$ cat src/rtl/mem_stage_ctl.sv
// mem_stage_ctl: pipeline MEM stage; performs data-memory loads/stores over req/ack and fills the MEM/WB register.
// Latency: non-memory ops 1 cycle; memory ops 2 cycles when acked in the first BUSY cycle, +1 per un-acked cycle.
// Backpressure: Stall_OUT (combinational) holds upstream from op arrival until the cycle DMem_ack_IN is seen.
// Ports: CLK / RESET (async, active-low); *_IN = EXE/MEM register fields; DMem_* = data-memory req/ack port;
//        *_OUT = MEM/WB register fields, Fwd_MEM_WriteData_OUT = MEM forwarding source; Stall_OUT, Misaligned_OUT.
// Option: define MEM_SUBWORD_EN for big-endian byte/halfword accesses; when undefined every access is a word.
module mem_stage_ctl (
  input  logic        CLK,
  input  logic        RESET,
  input  logic [31:0] Instr1_IN,
  input  logic [31:0] Instr1_PC_IN,
  input  logic [31:0] ALU_result1_IN,
  input  logic [4:0]  WriteRegister1_IN,
  input  logic [31:0] MemWriteData1_IN,
  input  logic        RegWrite1_IN,
  input  logic        MemRead1_IN,
  input  logic        MemWrite1_IN,
  input  logic [5:0]  ALU_Control1_IN,
  output logic        DMem_req_OUT,
  output logic        DMem_we_OUT,
  output logic [31:0] DMem_addr_OUT,
  output logic [31:0] DMem_wdata_OUT,
  output logic [3:0]  DMem_be_OUT,
  input  logic        DMem_ack_IN,
  input  logic [31:0] DMem_rdata_IN,
  output logic        Stall_OUT,
  output logic        Misaligned_OUT,
  output logic [31:0] Instr1_OUT,
  output logic [31:0] Instr1_PC_OUT,
  output logic [31:0] WriteData1_OUT,
  output logic [4:0]  WriteRegister1_OUT,
  output logic        RegWrite1_OUT,
  output logic [31:0] Fwd_MEM_WriteData_OUT
);

  typedef enum logic {S_IDLE = 1'b0, S_BUSY = 1'b1} state_t;

  state_t      state_q, state_d;
  // Held memory request (address stored word-aligned)
  logic [29:0] addr_q, addr_d;
  logic [31:0] wdata_q, wdata_d;
  logic [3:0]  be_q, be_d;
  logic        we_q, we_d;
  // Instruction fields held while the access is outstanding
  logic [31:0] pend_instr_q, pend_instr_d;
  logic [31:0] pend_pc_q, pend_pc_d;
  logic [4:0]  pend_wreg_q, pend_wreg_d;
  logic        pend_regw_q, pend_regw_d;
  // MEM/WB register
  logic [31:0] wb_instr_q, wb_instr_d;
  logic [31:0] wb_pc_q, wb_pc_d;
  logic [31:0] wb_data_q, wb_data_d;
  logic [4:0]  wb_wreg_q, wb_wreg_d;
  logic        wb_regw_q, wb_regw_d;
  logic        mis_q, mis_d;

  logic        mem_op, misaligned, stall;
  logic [3:0]  st_be;
  logic [31:0] st_data, ld_data;

  assign mem_op = MemRead1_IN | MemWrite1_IN;

`ifdef MEM_SUBWORD_EN
  localparam logic [5:0] OP_LB  = 6'h20, OP_LH  = 6'h21, OP_LBU = 6'h24, OP_LHU = 6'h25;
  localparam logic [5:0] OP_SB  = 6'h28, OP_SH  = 6'h29;

  logic [5:0]  pend_op_q, pend_op_d;
  logic [1:0]  pend_off_q, pend_off_d;
  logic [1:0]  acc_size;   // 0 = byte, 1 = halfword, 2 = word (also unknown codes)
  logic [7:0]  ld_byte;
  logic [15:0] ld_half;

  // Store formatting: data replicated to every lane, byte enables select the lane(s).
  always_comb begin
    acc_size = 2'd2;
    case (ALU_Control1_IN)
      OP_LB, OP_LBU, OP_SB: acc_size = 2'd0;
      OP_LH, OP_LHU, OP_SH: acc_size = 2'd1;
      default:              acc_size = 2'd2;
    endcase
    misaligned = |ALU_result1_IN[1:0];
    st_be      = 4'b1111;
    st_data    = MemWriteData1_IN;
    case (acc_size)
      2'd0: begin
        misaligned = 1'b0;
        st_be      = 4'b1000 >> ALU_result1_IN[1:0];  // bit 3 is byte offset 0
        st_data    = {4{MemWriteData1_IN[7:0]}};
      end
      2'd1: begin
        misaligned = ALU_result1_IN[0];
        st_be      = ALU_result1_IN[1] ? 4'b0011 : 4'b1100;
        st_data    = {2{MemWriteData1_IN[15:0]}};
      end
      default: ;
    endcase
  end

  // Load extraction, big-endian: byte offset 0 lives in rdata[31:24].
  always_comb begin
    ld_byte = DMem_rdata_IN[31:24];
    case (pend_off_q)
      2'd1:    ld_byte = DMem_rdata_IN[23:16];
      2'd2:    ld_byte = DMem_rdata_IN[15:8];
      2'd3:    ld_byte = DMem_rdata_IN[7:0];
      default: ld_byte = DMem_rdata_IN[31:24];
    endcase
    ld_half = pend_off_q[1] ? DMem_rdata_IN[15:0] : DMem_rdata_IN[31:16];
    case (pend_op_q)
      OP_LB:   ld_data = {{24{ld_byte[7]}}, ld_byte};
      OP_LBU:  ld_data = {24'd0, ld_byte};
      OP_LH:   ld_data = {{16{ld_half[15]}}, ld_half};
      OP_LHU:  ld_data = {16'd0, ld_half};
      default: ld_data = DMem_rdata_IN;
    endcase
  end
`else
  // Word-only build: the access-type code has no effect.
  logic unused_ctl;
  assign unused_ctl = ^ALU_Control1_IN;
  assign misaligned = |ALU_result1_IN[1:0];
  assign st_be      = 4'b1111;
  assign st_data    = MemWriteData1_IN;
  assign ld_data    = DMem_rdata_IN;
`endif

  always_comb begin
    state_d      = state_q;
    addr_d       = addr_q;
    wdata_d      = wdata_q;
    be_d         = be_q;
    we_d         = we_q;
    pend_instr_d = pend_instr_q;
    pend_pc_d    = pend_pc_q;
    pend_wreg_d  = pend_wreg_q;
    pend_regw_d  = pend_regw_q;
`ifdef MEM_SUBWORD_EN
    pend_op_d    = pend_op_q;
    pend_off_d   = pend_off_q;
`endif
    // MEM/WB defaults to a bubble; only real results override it.
    wb_instr_d   = 32'd0;
    wb_pc_d      = 32'd0;
    wb_data_d    = 32'd0;
    wb_wreg_d    = 5'd0;
    wb_regw_d    = 1'b0;
    mis_d        = 1'b0;
    stall        = 1'b0;
    case (state_q)
      S_IDLE: begin
        if (mem_op && misaligned) begin
          mis_d = 1'b1;               // dropped: no request, no stall
        end else if (mem_op) begin
          stall        = 1'b1;
          addr_d       = ALU_result1_IN[31:2];
          wdata_d      = st_data;
          be_d         = st_be;
          we_d         = MemWrite1_IN;
          pend_instr_d = Instr1_IN;
          pend_pc_d    = Instr1_PC_IN;
          pend_wreg_d  = WriteRegister1_IN;
          pend_regw_d  = RegWrite1_IN & ~MemWrite1_IN;
`ifdef MEM_SUBWORD_EN
          pend_op_d    = ALU_Control1_IN;
          pend_off_d   = ALU_result1_IN[1:0];
`endif
          state_d      = S_BUSY;
        end else begin
          wb_instr_d = Instr1_IN;
          wb_pc_d    = Instr1_PC_IN;
          wb_data_d  = ALU_result1_IN;
          wb_wreg_d  = WriteRegister1_IN;
          wb_regw_d  = RegWrite1_IN;
        end
      end
      S_BUSY: begin
        if (DMem_ack_IN) begin
          wb_instr_d = pend_instr_q;
          wb_pc_d    = pend_pc_q;
          wb_data_d  = ld_data;
          wb_wreg_d  = pend_wreg_q;
          wb_regw_d  = pend_regw_q;
          state_d    = S_IDLE;
        end else begin
          stall = 1'b1;
        end
      end
      default: state_d = S_IDLE;
    endcase
  end

  always_ff @(posedge CLK or negedge RESET) begin
    if (!RESET) begin
      state_q      <= S_IDLE;
      addr_q       <= 30'd0;
      wdata_q      <= 32'd0;
      be_q         <= 4'd0;
      we_q         <= 1'b0;
      pend_instr_q <= 32'd0;
      pend_pc_q    <= 32'd0;
      pend_wreg_q  <= 5'd0;
      pend_regw_q  <= 1'b0;
`ifdef MEM_SUBWORD_EN
      pend_op_q    <= 6'd0;
      pend_off_q   <= 2'd0;
`endif
      wb_instr_q   <= 32'd0;
      wb_pc_q      <= 32'd0;
      wb_data_q    <= 32'd0;
      wb_wreg_q    <= 5'd0;
      wb_regw_q    <= 1'b0;
      mis_q        <= 1'b0;
    end else begin
      state_q      <= state_d;
      addr_q       <= addr_d;
      wdata_q      <= wdata_d;
      be_q         <= be_d;
      we_q         <= we_d;
      pend_instr_q <= pend_instr_d;
      pend_pc_q    <= pend_pc_d;
      pend_wreg_q  <= pend_wreg_d;
      pend_regw_q  <= pend_regw_d;
`ifdef MEM_SUBWORD_EN
      pend_op_q    <= pend_op_d;
      pend_off_q   <= pend_off_d;
`endif
      wb_instr_q   <= wb_instr_d;
      wb_pc_q      <= wb_pc_d;
      wb_data_q    <= wb_data_d;
      wb_wreg_q    <= wb_wreg_d;
      wb_regw_q    <= wb_regw_d;
      mis_q        <= mis_d;
    end
  end

  assign DMem_req_OUT          = (state_q == S_BUSY);
  assign DMem_we_OUT           = we_q;
  assign DMem_addr_OUT         = {addr_q, 2'b00};
  assign DMem_wdata_OUT        = wdata_q;
  assign DMem_be_OUT           = be_q;
  // Gated by RESET so a mem op sitting on the inputs cannot stall during reset.
  assign Stall_OUT             = stall & RESET;
  assign Misaligned_OUT        = mis_q;
  assign Instr1_OUT            = wb_instr_q;
  assign Instr1_PC_OUT         = wb_pc_q;
  assign WriteData1_OUT        = wb_data_q;
  assign WriteRegister1_OUT    = wb_wreg_q;
  assign RegWrite1_OUT         = wb_regw_q;
  assign Fwd_MEM_WriteData_OUT = wb_data_q;

endmodule

$ cat config.mk
export PLATFORM = sky130hd
export DESIGN_NAME = mem_stage_ctl
export DESIGN_NICKNAME = d
export VERILOG_FILES = /design/src/rtl/mem_stage_ctl.sv
export SDC_FILE = /design/constraint.sdc
export NUM_CORES = 1
export LEC_CHECK = 0
export BUFFER_PORTS_ARGS = -buffer_cell sky130_fd_sc_hd__buf_2
export CORE_AREA = 2 2 149 151
export DETAILED_ROUTE_END_ITERATION = 10
export DIE_AREA = 0 0 151 153
export PLACE_DENSITY = 0.78
export SLEW_MARGIN = 20
export SYNTH_ARGS = -nofsm -noshare
export SYNTH_HDL_FRONTEND = slang
export SYNTH_SLANG_ARGS = --single-unit
$ cat constraint.sdc
create_clock -name CLK -period 3.3 [get_ports CLK]
set_input_delay 0.495 -clock CLK [delete_from_list [all_inputs] [get_ports CLK]]
set_output_delay 0.495 -clock CLK [all_outputs]
set_load 0.03 [all_outputs]
# After elaboration in Yosys (flattened, before gate mapping)
# Index checks and enable logic that the tools add are counted.
# word_totals
reg_bits	238
latch_bits	0
ramBits	0
rom_bits	0
input_bits	177
output_inout_bits	206
wordCells	50
memories	0
# classes
n_addsub	0
multipliers	0
div	0
magnitude_cmp	0
eq_ne	0
shifts	0
mux	26
n_bitwise	6
n_reduce_logical	3
# op_table
operator	count
$mux W32	9
$pmux W32 S2	3
$mux W5	3
$pmux W5 S2	1
$mux W1	8
$pmux W1 S2	2
$not A1 Y1	3
$reduce_and A3 Y1	1
$and A1 B1 Y1	2
$reduce_or A2 Y1	1
$logic_and A1 B1 Y1	1
$or A1 B1 Y1	1

# Longest topological paths before layout
# Gate-level depths: netlist of the first run.
# depth
depth_word	5
ltp_mapped	6
mapped_depth_nobuf	3

# Worst setup path after synthesis of the first run
# OpenSTA, ideal clock, no wires.
# synth_timing
path_type	reg2out
start	register state_q, in the netlist DMem_req_OUT
end	output port Stall_OUT
t_arrival_ns	2.165
t_required_ns	2.805
setup_slack_ns	0.640
path_stages_with_launch	6
n_path_buf	3
cell_sequence	dfrtp_1 or4_1 buf_2 buf_6 buf_6 a21boi_0
# synth_between
elab_chain_cells	3
# synth_rtl
element	line	rtl
start, declared	38	state_t state_q, state_d;
start signal, assigned	214	state_q <= state_d;
$not A1 Y1 (no source line)	-	
$pmux W1 S2 *	149	case (state_q)
$and A1 B1 Y1 *	242	assign Stall_OUT = stall & RESET;
end, declared	26	output logic Stall_OUT,
# Every way passes the cells marked *; elsewhere a longest branch is shown, timed or not.

# Worst setup path in the final report of the first run
# Ends and elaborated chain as after synthesis.

==> summary.txt, run 1 <==
Outcome
  – Outcome: finished clean

STA
  – Clk_skew: about 7.1 ps
  – F_max: approximately 0.37 GHz
  – WHS: 198 ps
  – Tmin final: ~2700 ps
  – Setup TNS: 0 ps
  – Final period utilization: 0.823
  – # setup viols final: 0
  – RSZ-0062 raised after global routing: false
  – Max Slew Vio Count: 0
  – Slew headroom: 0.407
  – Final Hold Fails: 0
  – Slew @ Worst Pin: about 890 ps

Clock tree
  – CTS resizes: 0
  – CTS root buf: clkbuf_16
  – Post-CTS Setup Bufs: 0
  – Sink Count: approximately 240
  – CTS Buf Count: 25
  – H-tree depth: 1
  – Worst-skew pair later-pin latency: approximately 520 ps
  – CTS tree: done
  – Clk pin slew, worst setup/hold paths: 60 ps
  – CTS Hold Bufs: 1
  – Clock buffer depth: 3

Worst hold path
  – Hold Path Class: in -> reg
  – WHS Path Cells: 2
  – Min-Delay Endpoint: Fwd_MEM_WriteData_OUT[3]$_DFF_PN0_
  – Hold Crit Start: DMem_rdata_IN[3]

Pwr
  – Cell Int Power: between 6 and 7 mW
  – Power Density: 729 nW/um2
  – Pwr Total: approximately 8.6 mW
  – Clk pwr share: 0.351
  – Switching share of total power: 0.299
  – Cell leakage power: roughly 6.3 nW
  – Switch Pwr: 2.57 mW
  – Sequential power share: 0.424
  – Comb pwr share: 0.225
  – Max IR drop VDD: approximately 0.58 mV

Global routing
  – First-pass GRT wire length: about 35 mm
  – Pin count of the biggest net entering global routing: 143
  – Total grt overflow: 0
  – Number of global-route vias before repair: ~6,200
  – Initial antenna violation count: 3
  – Total global-route track usage: 0.192

Route
  – DRT antenna net count: 0
  – TritonRoute pass-1 iters: 4
  – Vias per cell: ~5
  – Routed length per instance: just under 20 um
  – Via Count: around 6,000
  – Final wirelength: roughly 23 mm
  – 1st-iter DRT viols: 180
  – # DRC: 0

Critical path
  – Crit Path Max Fanout: 24
  – Kind of critical path: reg -> out
  – Worst R2R End: pend_instr_q[21]$_DFFE_PN0P_
  – Slowest CP cell: or4_4
  – Flop2flop setup slack: about 1200 ps
  – R2r startpoint: DMem_req_OUT$_DFF_PN0_
  – Worst EP required: 2800 ps
  – Largest delay share family, worst path: simple AND/OR/NAND/NOR gates
  – Worst path arrival time: 2220 ps
  – Critical-path cell list: or4_4, a21boi_0, buf_2
  – Crit path launch: DMem_req_OUT$_DFF_PN0_
  – Crit start category: flop
  – Slowest stage delay, CP: between 700 and 800 ps
  – CP Buf/Inv Count: 1
  – Reg2Reg Depth: 3
  – Worst setup EP type: output port

Floorplanning
  – Starting Density: 0.420
  – Die area: approximately 23,000 um2
  – Total core area: roughly 21,000 um2
  – Die X: around 150 um
  – Row Count: 54
  – # IOs: roughly 380
  – DIE HEIGHT: ~150 um

Run
  – Max-cap viol count: 0

Synth
  – Post-synth top area cell: dfrtp_1
  – Top cells by area, synth: dfrtp_1, mux2_2, a22o_1
  – Fraction of the mapped netlist area in simple logic gates: 0.00638
  – Adder-Cell Fraction of Synth Area: 0
  – Ys Warns: 0
  – Cells after synthesis: 560
  – Largest family of logic cells by synthesized area: multiplexers
  – FF+latch count, synth: 238
  – Unique cell type count in the Yosys netlist: 17
  – Fraction of synthesized area in multiplexers: 0.181
  – Avg Inst Size Synth: ~16 um2
  – Post-Synth XOR/XNOR Area: 0
  – Area share of the largest cell type after synthesis: 0.660
  – Compound-gate portion of the synthesized area: 0.0999
  – Synthesized area: about 9000 um2
  – Post-synthesis sequential area ratio: 0.660

Placed design
  – PortBufs: roughly 370
  – RePlAce Congestion: about 0.78
  – Hpwl dp: between 15 and 20 mm

Final layout
  – Layout cell share with drive strength beyond 1: 0.614
  – Filler cell count: 1,772
  – Net count reported at finish: between 1,000 and 1,500
  – Synth-to-layout area growth: 30.9%
-- per-layer routing --
layer,track usage,up-vias,wire length [um]
li1,-,2672,-
met1,0.223,3017,8870
met2,0.335,239,11600
met3,0.0567,44,2000
met4,0.0681,2,685
met5,0,-,13
-- sequential cells by signal, summed over array words and instances, names as in the netlist, 5 cells and up --
name	cells
WriteRegister1_OUT	5
pend_wreg_q	5
Fwd_MEM_WriteData_OUT	32
addr_q	30
Instr1_PC_OUT	32
pend_pc_q	32
pend_instr_q	32
Instr1_OUT	32
DMem_wdata_OUT	32
-- worst max path at each step --
stage / to / slack, ps / cells after the start
2_1_floorplan: Stall_OUT / 640 / 5
3_3_place_gp: Stall_OUT / 940 / 4
3_5_place_dp: Stall_OUT / 900 / 4
4_1_cts: Stall_OUT / 540 / 3
5_1_grt: Stall_OUT / 430 / 3
6_report: Stall_OUT / 580 / 3
-- synthesized netlist by cell type (all sizes together) --
cell type / number
clkbuf: 22
conb: 1
a22o: 102
nand2: 1
nor2: 3
mux2: 133
nor3: 2
and2: 1
a21boi: 1
or4: 1
buf: 52
dfrtp: 238
nor2b: 1
nand2b: 2
-- cell families after synthesis --
group | Yosys count
and+or+nand+nor | 11
DFF | 238
AOI/OAI and AO/OA | 103
other | 1
buffers and inverters | 74
muxes | 133
-- placed cells by master, fill, tap and decap left out, types with 2 or more instances in the layout --
cell          n
buf_2       373
dfrtp_1     238
a22o_1      102
mux2_2       96
mux2_4       37
clkbuf_16    25
bufinv_16     5
clkinv_2      5
buf_4         5
nor2_1        3
clkbuf_8      3
clkinvlp_4    3
buf_12        3
diode_2       2
nand2b_1      2
conb_1        2
clkinv_4      2
clkbuf_1      2
-- through the flow --
step           instance area (um2)  utilization  worst slack (ps)  cells
6_report                     11800        0.550               583   1198
5_1_grt                      11800        0.550               426   1197
4_1_cts                      11800        0.550               537   1196
3_5_place_dp                 10900        0.507               902   1149
3_3_place_gp                 10900        0.507               940   1149
2_1_floorplan                 9020            -               640    561
-- layout make-up --
class	instances	area, um2	area share
Tap cell	280	350	0.0297
Clock inverter	16	224	0.0190
Multi-Input combinational cell	249	2610	0.221
Antenna cell	2	5.00	0.000424
Clock buffer	30	674	0.0571
Timing Repair Buffer	383	1990	0.168
Sequential cell	238	5960	0.504
-- power groups by stage --
stage / combinational, mW / clock (mW) / sequential, mW
floorplan: 0.727 / 0 / 4.28
CTS: 1.96 / 3.09 / 3.65
detailed placement: 1.95 / 0 / 3.70
global route: 2.05 / 3.22 / 3.71
finish: 1.94 / 3.02 / 3.65
global placement: 1.92 / 0 / 3.67
No activity file was read; power rests on OpenSTA's default activity.
==> run 2, diff against run 1 <==
- CORE_AREA: 2 2 149 151 -> 2 2 148 150
- DIE_AREA: 0 0 151 153 -> 0 0 150 152
- PLACE_DENSITY: 0.78 -> 0.81
- clock period: 3.3 -> 2.3 ns (I/O delays scaled with it)
==> run 2 against run 1 <==
Global-route usage increased by 0.70 points. Clock skew increased by 9.2 ps. Setup slack got worse by 450 ps. Clock power increased by 29%. Sequential share of layout area increased by 0.086 points. Via count increased by 0.45%. Register-to-register slack got worse by 690 ps. Largest power group unchanged.
==> summary.txt, run 2 (same netlist as run 1, synthesis figures left out) <==
Route
  – TritonRoute pass-1 iters: 4
  – Met1 Wirelength: between 9 and 10 mm
  – Final wirelength: between 20 and 25 mm
  – 1st-iter DRT viols: a little over 300
  – WL met3: ~1.9 mm
  – Routed length per instance: around 19 um
  – Vias per cell: 5.01
  – Top routing layer in use: met4
  – Met2 Wirelength: 12.0 mm
  – # DRC: 0
  – DRT antenna net count: 0
  – Via Count: approximately 6,000

Final layout
  – Net count reported at finish: between 1,000 and 1,500
  – Final cell count without fillers: 1,199
  – Final Instance Area: roughly 12,000 um2
  – Footprint of the multi-input gates: around 2600 um2
  – Most frequent cells in the layout: buf_2, dfrtp_1, a22o_1, mux2_2, mux2_4
  – Layout cell share with drive strength beyond 1: 0.608
  – Ant. Diodes: 0
  – Storage cell area: around 6000 um2
  – Layout Utilization: 0.552
  – Synth-to-layout area growth: 30.7%
  – Filler cell count: between 1,500 and 2,000
  – Commonest non-fill, non-tap cell in the layout: buf_2

STA
  – F_max: ~0.46 GHz
  – Slew headroom: 0.493
  – Final setup margin: around 130 ps
  – RSZ-0062 raised after global routing: false
  – Tmin final: between 2000 and 2500 ps
  – Setup TNS: 0 ps
  – Final period utilization: 0.943
  – Max Slew Vio Count: 0
  – Clk_skew: 16.3 ps
  – Final Hold Fails: 0
  – # setup viols final: 0
  – Slew @ Worst Pin: between 700 and 800 ps

Clock tree
  – Sink Count: ~240
  – CTS root buf: clkbuf_16
  – H-tree depth: 1
  – Worst-skew pair later-pin latency: approximately 510 ps
  – CTS tree: done
  – Clk pin slew, worst setup/hold paths: around 60 ps
  – CTS Buf Count: 25
  – CTS Hold Bufs: 1
  – CTS resizes: 0
  – Post-CTS Setup Bufs: 0
  – Clock buffer depth: 3

Pwr
  – Comb pwr share: 0.235
  – Switching share of total power: 0.304
  – Power Density: just over 1000 nW/um2
  – Sequential power share: 0.439
  – Max IR drop VDD: about 0.65 mV
  – Cell Int Power: ~8.3 mW
  – Clk pwr share: 0.326
  – Switch Pwr: between 3 and 4 mW
  – Cell leakage power: 6.26 nW

Placed design
  – PortBufs: approximately 370
  – Post-place setup slack: roughly 360 ps
  – Number of instances in the placed design: ~1,200
  – Placed Instance Area: approximately 11,000 um2
  – Hpwl dp: ~16 mm
  – RePlAce Congestion: about 0.76

Critical path
  – Kind of critical path: reg -> out
  – Worst R2R End: addr_q[12]$_DFFE_PN0P_
  – Reg2Reg Depth: 3
  – Worst EP required: about 2000 ps
  – Worst setup EP type: output port
  – Crit Path Max Fanout: 5
  – Worst path arrival time: between 1500 and 2000 ps
  – Crit start category: flop
  – Flop2flop setup slack: between 400 and 500 ps
  – R2r startpoint: DMem_req_OUT$_DFF_PN0_

Worst hold path
  – Hold Crit Start: DMem_rdata_IN[31]
  – Hold Path Class: in -> reg
  – WHS Path Cells: 2
  – Min-Delay Endpoint: Fwd_MEM_WriteData_OUT[31]$_DFF_PN0_

Run
  – Max-cap viol count: 0

Outcome
  – Outcome: finished clean

Floorplanning
  – Starting Density: 0.423
  – # IOs: between 300 and 400
  – Row Count: 54
  – Die X: approximately 150 um
  – Total core area: approximately 21,000 um2
  – Die area: 22,800 um2
  – DIE HEIGHT: around 150 um

Global routing
  – Initial antenna violation count: 1
  – Total grt overflow: 0
  – First-pass GRT wire length: about 35 mm
  – Total global-route track usage: 0.199
  – Pin count of the biggest net entering global routing: 140
  – Number of global-route vias before repair: ~6,300
run 2: per-layer routing:
metal / track usage / vias up
met5: 0 / -
met4: 0.0539 / 0
met3: 0.0538 / 43
met2: 0.351 / 258
met1: 0.238 / 3029
li1: - / 2671
run 2: worst max-delay path by stage:
stage	slack (ps)	start	to	cells past startpoint
final	130	DMem_req_OUT$_DFF_PN0_	Stall_OUT	3
after global routing	70	DMem_req_OUT$_DFF_PN0_	Stall_OUT	3
after CTS	90	DMem_req_OUT$_DFF_PN0_	Stall_OUT	3
after detailed placement	360	MemWrite1_IN	DMem_wdata_OUT[13]$_DFFE_PN0P_	5
after global placement	370	MemWrite1_IN	pend_instr_q[18]$_DFFE_PN0P_	5
after floorplan	30	DMem_req_OUT$_DFF_PN0_	Stall_OUT	5
run 2: power groups by stage:
stage | clock network (mW) | registers (mW) | logic (mW)
4_1_cts | 4.00 | 5.25 | 2.84
6_report | 3.90 | 5.25 | 2.82
2_1_floorplan | 0 | 6.13 | 1.04
5_1_grt | 4.18 | 5.33 | 2.98
3_5_place_dp | 0 | 5.31 | 2.83
3_3_place_gp | 0 | 5.27 | 2.77
run 2: per-stage QoR:
stage	hold slack [ps]	total power, mW
after global routing	38.3	12.5
final	49.7	12.0
after detailed placement	477	8.14
after CTS	31.4	12.1
after global placement	473	8.04
after floorplan	49.4	7.18
run 2: layout make-up:
| class | count | area share |
|---|---|---|
| Sequential cell | 238 | 0.505 |
| Multi-Input combinational cell | 249 | 0.222 |
| Timing Repair Buffer | 387 | 0.175 |
| Clock buffer | 39 | 0.0626 |
| Tap cell | 280 | 0.0297 |
| Clock inverter | 6 | 0.00552 |
run 2: worst max-delay path, cell delays in order, from the launching register on:
cell	delay, ps
dfrtp_1	390
or4_4	560
a21boi_1	140
buf_2	220
